==> config.mk <==
export PLATFORM = sky130hd
export DESIGN_NAME = tomar_orden
export DESIGN_NICKNAME = d
export VERILOG_FILES = /design/src/rtl/tomar_orden_pkg.sv /design/src/rtl/tomar_orden_detector_flanco.sv /design/src/rtl/tomar_orden.sv
export SDC_FILE = /design/constraint.sdc
export NUM_CORES = 1
export LEC_CHECK = 0
export CAP_MARGIN = 20
export CORE_MARGIN = 5
export CORE_UTILIZATION = 56
export DETAILED_ROUTE_END_ITERATION = 8
export PLACE_DENSITY = 0.84
export SYNTH_ARGS = -nofsm -noshare
export SYNTH_HDL_FRONTEND = slang
export SYNTH_SLANG_ARGS = --single-unit
==> constraint.sdc <==
create_clock -name clk -period 7.05 [get_ports clk]
set_clock_uncertainty 0.2 [all_clocks]
set_input_delay 1.7625 -clock clk [delete_from_list [all_inputs] [get_ports clk]]
set_output_delay 1.7625 -clock clk [all_outputs]
set_load 0.01 [all_outputs]
==> src/rtl/tomar_orden_pkg.sv <==
// -----------------------------------------------------------------------------
// tomar_orden_pkg
// Shared definitions for the order-entry front end:
//   - estado_t : FSM state encodings (3-bit, codes 100..111 are unused)
//   - N_ITEMS  : number of menu items
//   - PRICE    : price table, indexed by item
//   - price_of : table lookup helper
// -----------------------------------------------------------------------------
package tomar_orden_pkg;

   typedef enum logic [2:0] {
      ESPERA    = 3'b000,
      SELECCION = 3'b001,
      PAGO      = 3'b010,
      LISTA     = 3'b011
   } estado_t;

   localparam int unsigned N_ITEMS = 4;
   localparam int unsigned PRICE_W = 4;

   localparam logic [PRICE_W-1:0] PRICE [N_ITEMS] = '{4'd3, 4'd5, 4'd7, 4'd9};

   function automatic logic [PRICE_W-1:0] price_of(input logic [1:0] item);
      return PRICE[item];
   endfunction

endpackage

==> src/rtl/tomar_orden_detector_flanco.sv <==
// -----------------------------------------------------------------------------
// detector_flanco
// One-bit rising-edge detector. The input is assumed already synchronous
// to clk. flanco is high while d is 1 and was 0 at the previous clock edge,
// so a held input produces exactly one edge.
// Ports:
//   clk    in  system clock, rising edge
//   reset  in  asynchronous, active-high reset (previous sample clears to 0)
//   d      in  sampled input
//   flanco out rising-edge indication (combinational from d and previous)
// -----------------------------------------------------------------------------
module detector_flanco (
   input  logic clk,
   input  logic reset,
   input  logic d,
   output logic flanco
);

   logic d_prev;

   // NOTE: registered state is written with <= so every flop samples the
   // pre-edge values; a blocking = here would make ordering between
   // always_ff blocks change the hardware.
   always_ff @(posedge clk or posedge reset) begin
      if (reset) d_prev <= 1'b0;
      else       d_prev <= d;
   end

   assign flanco = d & ~d_prev;

endmodule

==> src/rtl/tomar_orden.sv <==
// -----------------------------------------------------------------------------
// tomar_orden
// Order-entry front end: the operator picks one of four items with sel,
// inserts coins, and once the price is covered and the delivery stage
// reports idle (listo, driven by the delivery FSM's Y2), a single-cycle
// enable launches delivery.
//
// Optional feature: define TOMAR_ORDEN_TIMEOUT_EN to cancel an order that
// sits in PAGO for TIMEOUT cycles without a coin edge (with refund).
//
// Ports:
//   clk          in   system clock, rising edge
//   reset        in   asynchronous, active-high reset
//   sel          in   item-select button (synchronous)
//   coin         in   coin pulse, one credit unit per rising edge
//   cancel       in   cancel button
//   listo        in   delivery stage idle, ready for an order
//   enable       out  one-cycle launch pulse to the delivery stage
//   item         out  selected item, 0..3
//   credit       out  accumulated credit (saturating)
//   change       out  change from the last completed order
//   refund       out  one-cycle pulse when an order with credit is dropped
//   order_count  out  completed orders, wraps 255 -> 0
//   Y1           out  payment LED, high while in PAGO
// -----------------------------------------------------------------------------
module tomar_orden
   import tomar_orden_pkg::*;
#(
   parameter int unsigned CREDIT_W = 4,
   parameter int unsigned TIMEOUT  = 50
) (
   input  logic                clk,
   input  logic                reset,
   input  logic                sel,
   input  logic                coin,
   input  logic                cancel,
   input  logic                listo,
   output logic                enable,
   output logic [1:0]          item,
   output logic [CREDIT_W-1:0] credit,
   output logic [CREDIT_W-1:0] change,
   output logic                refund,
   output logic [7:0]          order_count,
   output logic                Y1
);

   estado_t             state;
   logic                sel_edge, coin_edge, cancel_edge;
   logic [CREDIT_W-1:0] price;
   logic [CREDIT_W-1:0] credit_inc;
   logic [1:0]          item_next;
   logic                timeout_hit;

   detector_flanco u_det_sel    (.clk(clk), .reset(reset), .d(sel),    .flanco(sel_edge));
   detector_flanco u_det_coin   (.clk(clk), .reset(reset), .d(coin),   .flanco(coin_edge));
   detector_flanco u_det_cancel (.clk(clk), .reset(reset), .d(cancel), .flanco(cancel_edge));

   assign price      = CREDIT_W'(price_of(item));
   // Credit saturates at all-ones instead of wrapping.
   assign credit_inc = (&credit) ? credit : credit + CREDIT_W'(1);
   assign item_next  = (item == 2'(N_ITEMS - 1)) ? 2'd0 : item + 2'd1;

`ifdef TOMAR_ORDEN_TIMEOUT_EN
   localparam int unsigned IDLE_W = (TIMEOUT > 1) ? $clog2(TIMEOUT) : 1;

   logic [IDLE_W-1:0] idle_cnt;

   // Counts PAGO cycles since entry or the last coin edge; held at zero
   // everywhere else so each PAGO visit starts fresh.
   always_ff @(posedge clk or posedge reset) begin
      if (reset)                             idle_cnt <= '0;
      else if (state != PAGO || coin_edge)   idle_cnt <= '0;
      else if (!timeout_hit)                 idle_cnt <= idle_cnt + IDLE_W'(1);
   end

   // A coin on the expiring cycle keeps the order alive.
   assign timeout_hit = (state == PAGO) && !coin_edge &&
                        (idle_cnt == IDLE_W'(TIMEOUT - 1));
`else
   assign timeout_hit = 1'b0;
`endif

   always_ff @(posedge clk or posedge reset) begin
      if (reset) begin
         state       <= ESPERA;
         item        <= '0;
         credit      <= '0;
         change      <= '0;
         order_count <= '0;
         enable      <= 1'b0;
         refund      <= 1'b0;
         Y1          <= 1'b0;
      end else begin
         // Pulse outputs default low; branches raise them for one cycle.
         enable <= 1'b0;
         refund <= 1'b0;

         case (state)
            ESPERA: begin
               credit <= '0;
               Y1     <= 1'b0;
               if (sel_edge) begin
                  state <= SELECCION;
                  item  <= '0;
               end
            end

            // Priority: cancel, then coin, then sel (a simultaneous coin
            // leaves the item unchanged).
            SELECCION: begin
               if (cancel_edge) begin
                  state <= ESPERA;
               end else if (coin_edge) begin
                  state  <= PAGO;
                  credit <= credit_inc;
                  Y1     <= 1'b1;
               end else if (sel_edge) begin
                  item <= item_next;
               end
            end

            PAGO: begin
               if (cancel_edge || timeout_hit) begin
                  state  <= ESPERA;
                  refund <= (credit != '0);
                  credit <= '0;
                  Y1     <= 1'b0;
               end else if (coin_edge) begin
                  credit <= credit_inc;
                  if (credit_inc >= price) begin
                     state <= LISTA;
                     Y1    <= 1'b0;
                  end
               end
            end

            // Coins are ignored here; only cancel or listo leave.
            LISTA: begin
               if (cancel_edge) begin
                  state  <= ESPERA;
                  refund <= (credit != '0);
                  credit <= '0;
               end else if (listo) begin
                  state       <= ESPERA;
                  enable      <= 1'b1;
                  change      <= credit - price;
                  order_count <= order_count + 8'd1;
                  credit      <= '0;
               end
            end

            default: begin
               state  <= ESPERA;
               credit <= '0;
               Y1     <= 1'b0;
            end
         endcase
      end
   end

endmodule

Yosys cells after proc, flatten, opt, wreduce, memory -nomap -nowiden
Index checks and enable logic that the tools add are counted.
Widths: inputs -> output; s select.
{ "totals": {"output_inout_bits": 21, "register_bits": 27, "inputBits": 6, "wordCells": 85} }
{ "classes": {"reduce_logical": 10, "bitwise": 9, "addsub": 4, "magnitude_cmp": 2, "n_eq_ne": 13, "n_mux": 36} }
{ "ops": {"columns": ["op", "n"], "rows": [
  ["$mux 4", 8],
  ["$mux 3", 8],
  ["$reduce_and 5->1", 3],
  ["$ne 3x3->1 const B", 4],
  ["$pmux 3 s4", 1],
  ["$pmux 4 s3", 1],
  ["$mux 1", 10],
  ["$mux 2", 5],
  ["$ne 2x2->1 const B", 5],
  ["$add 8x1->8 const B", 1],
  ["$bmux 4 s2", 1],
  ["$eq 3x2->1 const B", 2],
  ["$not 1->1", 5],
  ["$add 4x1->4 const B", 1],
  ["$ge 4x4->1", 1],
  ["$pmux 2 s2", 1],
  ["$reduce_and 4->1", 1],
  ["$reduce_bool 4->1", 1],
  ["$sub 4x4->4", 1],
  ["$and 1x1->1", 3],
  ["$eq 3x1->1 const B", 1],
  ["$ge 3x3->1 const B", 1],
  ["$logic_not 3->1", 1],
  ["$not 2->3", 1],
  ["other kinds (7)", 7]
]} }

Logic depth before layout (Yosys ltp)
{ "depth": {"ltp_word": 9, "mapped_depth": 9, "depth_no_buf": 9} }

Hierarchy
Synthesis repeated with hierarchy kept, for this count alone.
{ "hier_totals": {"cells_unflattened": 153, "hier_area_um2": 1551.5} }
{ "modules_own_cells": {"columns": ["mod", "n_inst", "seq_area_each_um2", "area_each_um2", "cells_per_inst"], "rows": [
  ["tomar_orden", 1, 575.6, 1423.9, 144],
  ["detector_flanco", 3, 25.0, 42.5, 3]
]} }

Worst setup path after synthesis
OpenSTA, ideal clock, no wires.
{ "synth_timing": {"path_kind": "input -> register", "start": "in cancel", "end": "reg state[0]", "n_path_buf": 0, "setup_slack_ns": 4.034, "setup_time_ns": 0.125, "arrival_ns": 2.691, "t_required_ns": 6.725, "cell_stages": 4, "path_cell_list": "and2b_1 > or3_1 > o211ai_2 > mux2_4"} }
{ "synth_between": {"elab_chain_cells": 3, "elab_cells_between_ends": 10, "cone_classes": "eq/ne (4); mux (4); bitwise (1); reduce/logical (1)"} }
{ "synth_rtl": {"columns": ["element", "line", "source"], "rows": [
  ["start, declared", "tomar_orden.sv:36", "input logic cancel,"],
  ["$and 1x1->1 (*)", "tomar_orden_detector_flanco.sv:29", "assign flanco = d & ~d_prev;"],
  ["$ne 3x3->1 (no source line) (tied with other cells)", null, null],
  ["$reduce_and 5->1 (no source line) or $pmux 3 s4 (tied branches)", null, null],
  ["end signal, assigned", "tomar_orden.sv:85", "state <= ESPERA;"],
  ["end signal, assigned", "tomar_orden.sv:103", "state <= SELECCION;"],
  ["end signal, assigned", "tomar_orden.sv:112", "state <= ESPERA;"],
  ["end, declared", "tomar_orden.sv:47", "estado_t state;"]
]} }
Mark *: on every way between the ends. The rest lies on a longest branch, timed or not.
A chain may end at the register's enable or synchronous reset.

Worst setup path in the final report
{ "layout_timing": {"start": "reg credit[3]", "end": "out credit[3]"} }
{ "layout_lines": {"columns": ["element", "line", "source"], "rows": [
  ["start, declared", "tomar_orden.sv:40", "output logic [CREDIT_W-1:0] credit,"],
  ["start signal, assigned", "tomar_orden.sv:115", "credit <= credit_inc;"],
  ["start signal, assigned", "tomar_orden.sv:129", "credit <= credit_inc;"]
]} }
No word-level cell between the ends.

==> impl_metrics.json <==
{
  "cts_resized": 0,
  "ios": 27,
  "min_period_ps": 3440,
  "yosysUniqueCellTypes": 41,
  "synth_top_family_by_area": "simple AND/OR/NAND/NOR gates",
  "synth_compound_area_share_pct": 13.1,
  "first_pass_iters": 4,
  "clk_pin_slew_ps": 140,
  "stdcell_count": 211,
  "placed_cells": 207,
  "fillCellCount": 222,
  "async_flop_share_pct": 100,
  "critPathSlowestCell": "clkdlybuf4s50_1",
  "syn2layout_area_growth_pct": 20.2,
  "drt_wl_total_mm": 3.27,
  "hold_path.class": "register to register",
  "fp.dieH_microns": 63.1,
  "dieArea_sq_um": 3980,
  "overflow": 0,
  "dp_hpwl_mm": 2.57,
  "post_cts_buffers": 0,
  "synth_mux_area_share_pct": 4.84,
  "antenna_found_initial": 0,
  "n_antenna_cell": 0,
  "drtAntennaViolNets": 0,
  "path_buf_inv": 1,
  "end_kind": "primary output",
  "synth.top_cell.area_share_pct": 41.2,
  "final_nets": 204,
  "drc": 0,
  "grt_pass1_vias": 1284,
  "grt_use_total_pct": 17.2,
  "clock_latency_ps": 320,
  "drv_cap": 0,
  "synth.avg_cell_area_sq_um": 10.2,
  "io_buffer_count": 26,
  "wire_per_inst_microns": 15.5,
  "cts_buffers": 3,
  "cts_tree": "built",
  "drive_gt1_share_pct": 7.78,
  "powerDensity_nw_per_um2": 316,
  "drv_slew": 0,
  "worstPathMaxFanout": 10,
  "syn_area_sq_um": 1580,
  "tightest_slew_ps": 504,
  "crit_type": "register to primary output",
  "required_ps": 5090,
  "yosys-top-cells-count": "dfrtp_1 (26), ha_1 (15), inv_1 (15)",
  "setup_viol": 0,
  "yosys.area_share.simple_pct": 16.2,
  "drtIter0Drc": 45,
  "timing.fmax_mhz": 291,
  "synth-seq-cells": 26,
  "p_leak_nw": 0.861,
  "peakVddDrop_mv": 0.261,
  "cp_top_family": "buffers and inverters",
  "seq_area_frac_synth_pct": 41.2,
  "yosys_warnings": 0,
  "synth_edf_count": 0,
  "post-synth-top-count-cell": "dfrtp_1",
  "root_buffer": "clkbuf_4",
  "synth_nets": 177,
  "cp-start-kind": "register",
  "h-tree-depth": 1,
  "die_w_microns": 63.1,
  "relSlewSlack_pct": 66.4,
  "synth_area_leaders": "dfrtp_1 (41%), ha_1 (12%), xnor2_1 (3.9%), inv_1 (3.6%), mux2i_1 (3.2%)",
  "yosys.area_share.xor_xnor_pct": 5.55,
  "cts_hold_buf": 0,
  "slowest_delay_ps": 610,
  "crit_chain": "clkdlybuf4s50_1",
  "clockBufferDepth": 2,
  "num_vias": 1212,
  "coreArea_sq_um": 2730,
  "netlist.top_cell.by_area": "dfrtp_1",
  "grt_pass1_wl_mm": 5.62,
  "cp.arrival_ps": 1470,
  "synth_fa_ha_area_share_pct": 13.2,
  "cts.sinks": 26,
  "status": "finished clean",
  "floorplan.initialDensity_pct": 57.7,
  "hold_viol_final": 0,
  "place_congestion": 0.836,
  "grt_setup_unrepaired": "no",
  "fin_crit_sh_pct": 48.7,
  "ys.flop_type": "dfrtp_1",
  "via_per_inst": 5.74,
  "fin_setup_tns_ps": 0,
  "r2r_slack_ps": 4150,
  "grt_max_degree": 27,
  "syn_inst": 155,
  "rows": 19
}
-- cell usage in the layout, fill, tap and decap left out, drive strengths merged, types with 2 or more instances in the layout --
cell           count
a21oi              9
a31oi              2
a32oi              2
and3               2
clkbuf             3
clkdlybuf4s50     26
dfrtp             26
ha                15
inv               17
mux2               2
mux2i              5
nand2             11
nand2b             4
nand3              5
nand3b             2
nand4              5
nor2               7
o2111ai            2
o21a               2
o21ai              6
or2                3
or3                3
xnor2              7
xor2               3
-- worst paths after layout --
path                                 from  cells after the start              to
max in group asynchronous           reset                      3         item[1]
setup / recovery                credit[3]                      1       credit[3]
hold reg to reg            order_count[7]                      1  order_count[7]
min in group asynchronous           reset                      2  order_count[2]
setup reg to reg                credit[0]                      8        state[0]
hold / removal             order_count[7]                      1  order_count[7]
-- routing by layer --
layer / track usage, % / vias to the layer above / routed length (microns)
met3: 4.09 / 12 / 173
met5: 0 / - / 0
met1: 19.8 / 577 / 1370
met4: 8.75 / 0 / 102
met2: 29.2 / 40 / 1630
li1: - / 583 / -
-- per-stage QoR --
stage	area, sq um	utilization [%]	hold WS, ps	setup slack, ps	power, mW
6_report	1900	69.4	283	3610	0.599
5_1_grt	1900	69.4	326	3540	0.648
4_1_cts	1870	68.4	288	3610	0.597
3_5_place_dp	1850	67.6	270	3360	0.536
3_3_place_gp	1850	67.6	259	3420	0.515
2_1_floorplan	1580	-	308	4030	0.417
-- final cells by class --
class | instances | area [sq um] | share of cell area [%]
clock buffer | 3 | 22.5 | 1.19
inverter | 17 | 63.8 | 3.36
multi-input combinational | 107 | 833 | 43.9
sequential | 26 | 651 | 34.3
tap | 31 | 38.8 | 2.04
timing repair buffer | 27 | 288 | 15.2
-- power by group --
group	total (mW)	internal (mW)	leakage, nW	switching [mW]
clock	0.0637	0.0200	0.0138	0.0437
sequential	0.224	0.185	0.340	0.0391
combinational	0.311	0.151	0.507	0.160
-- registers in the layout (all words and copies together) (netlist names) --
signal               cells
order_count              8
u_det_sel.d_prev         1
Y1                       1
item                     2
u_det_coin.d_prev        1
refund                   1
enable                   1
state                    2
u_det_cancel.d_prev      1
change                   4
credit                   4
-- logic make-up (layout without fill, tap and decap cells) --
kind of cell	after synthesis	count (layout)
multiplexers	7	7
AO/OA/AOI/OAI	28	28
XOR/XNOR	10	10
flip-flops	26	26
AND/OR/NAND/NOR	46	46
buffers and inverters	22	47
adder cells (fa/ha/maj)	16	16
No activity file was read; power rests on OpenSTA's default activity.
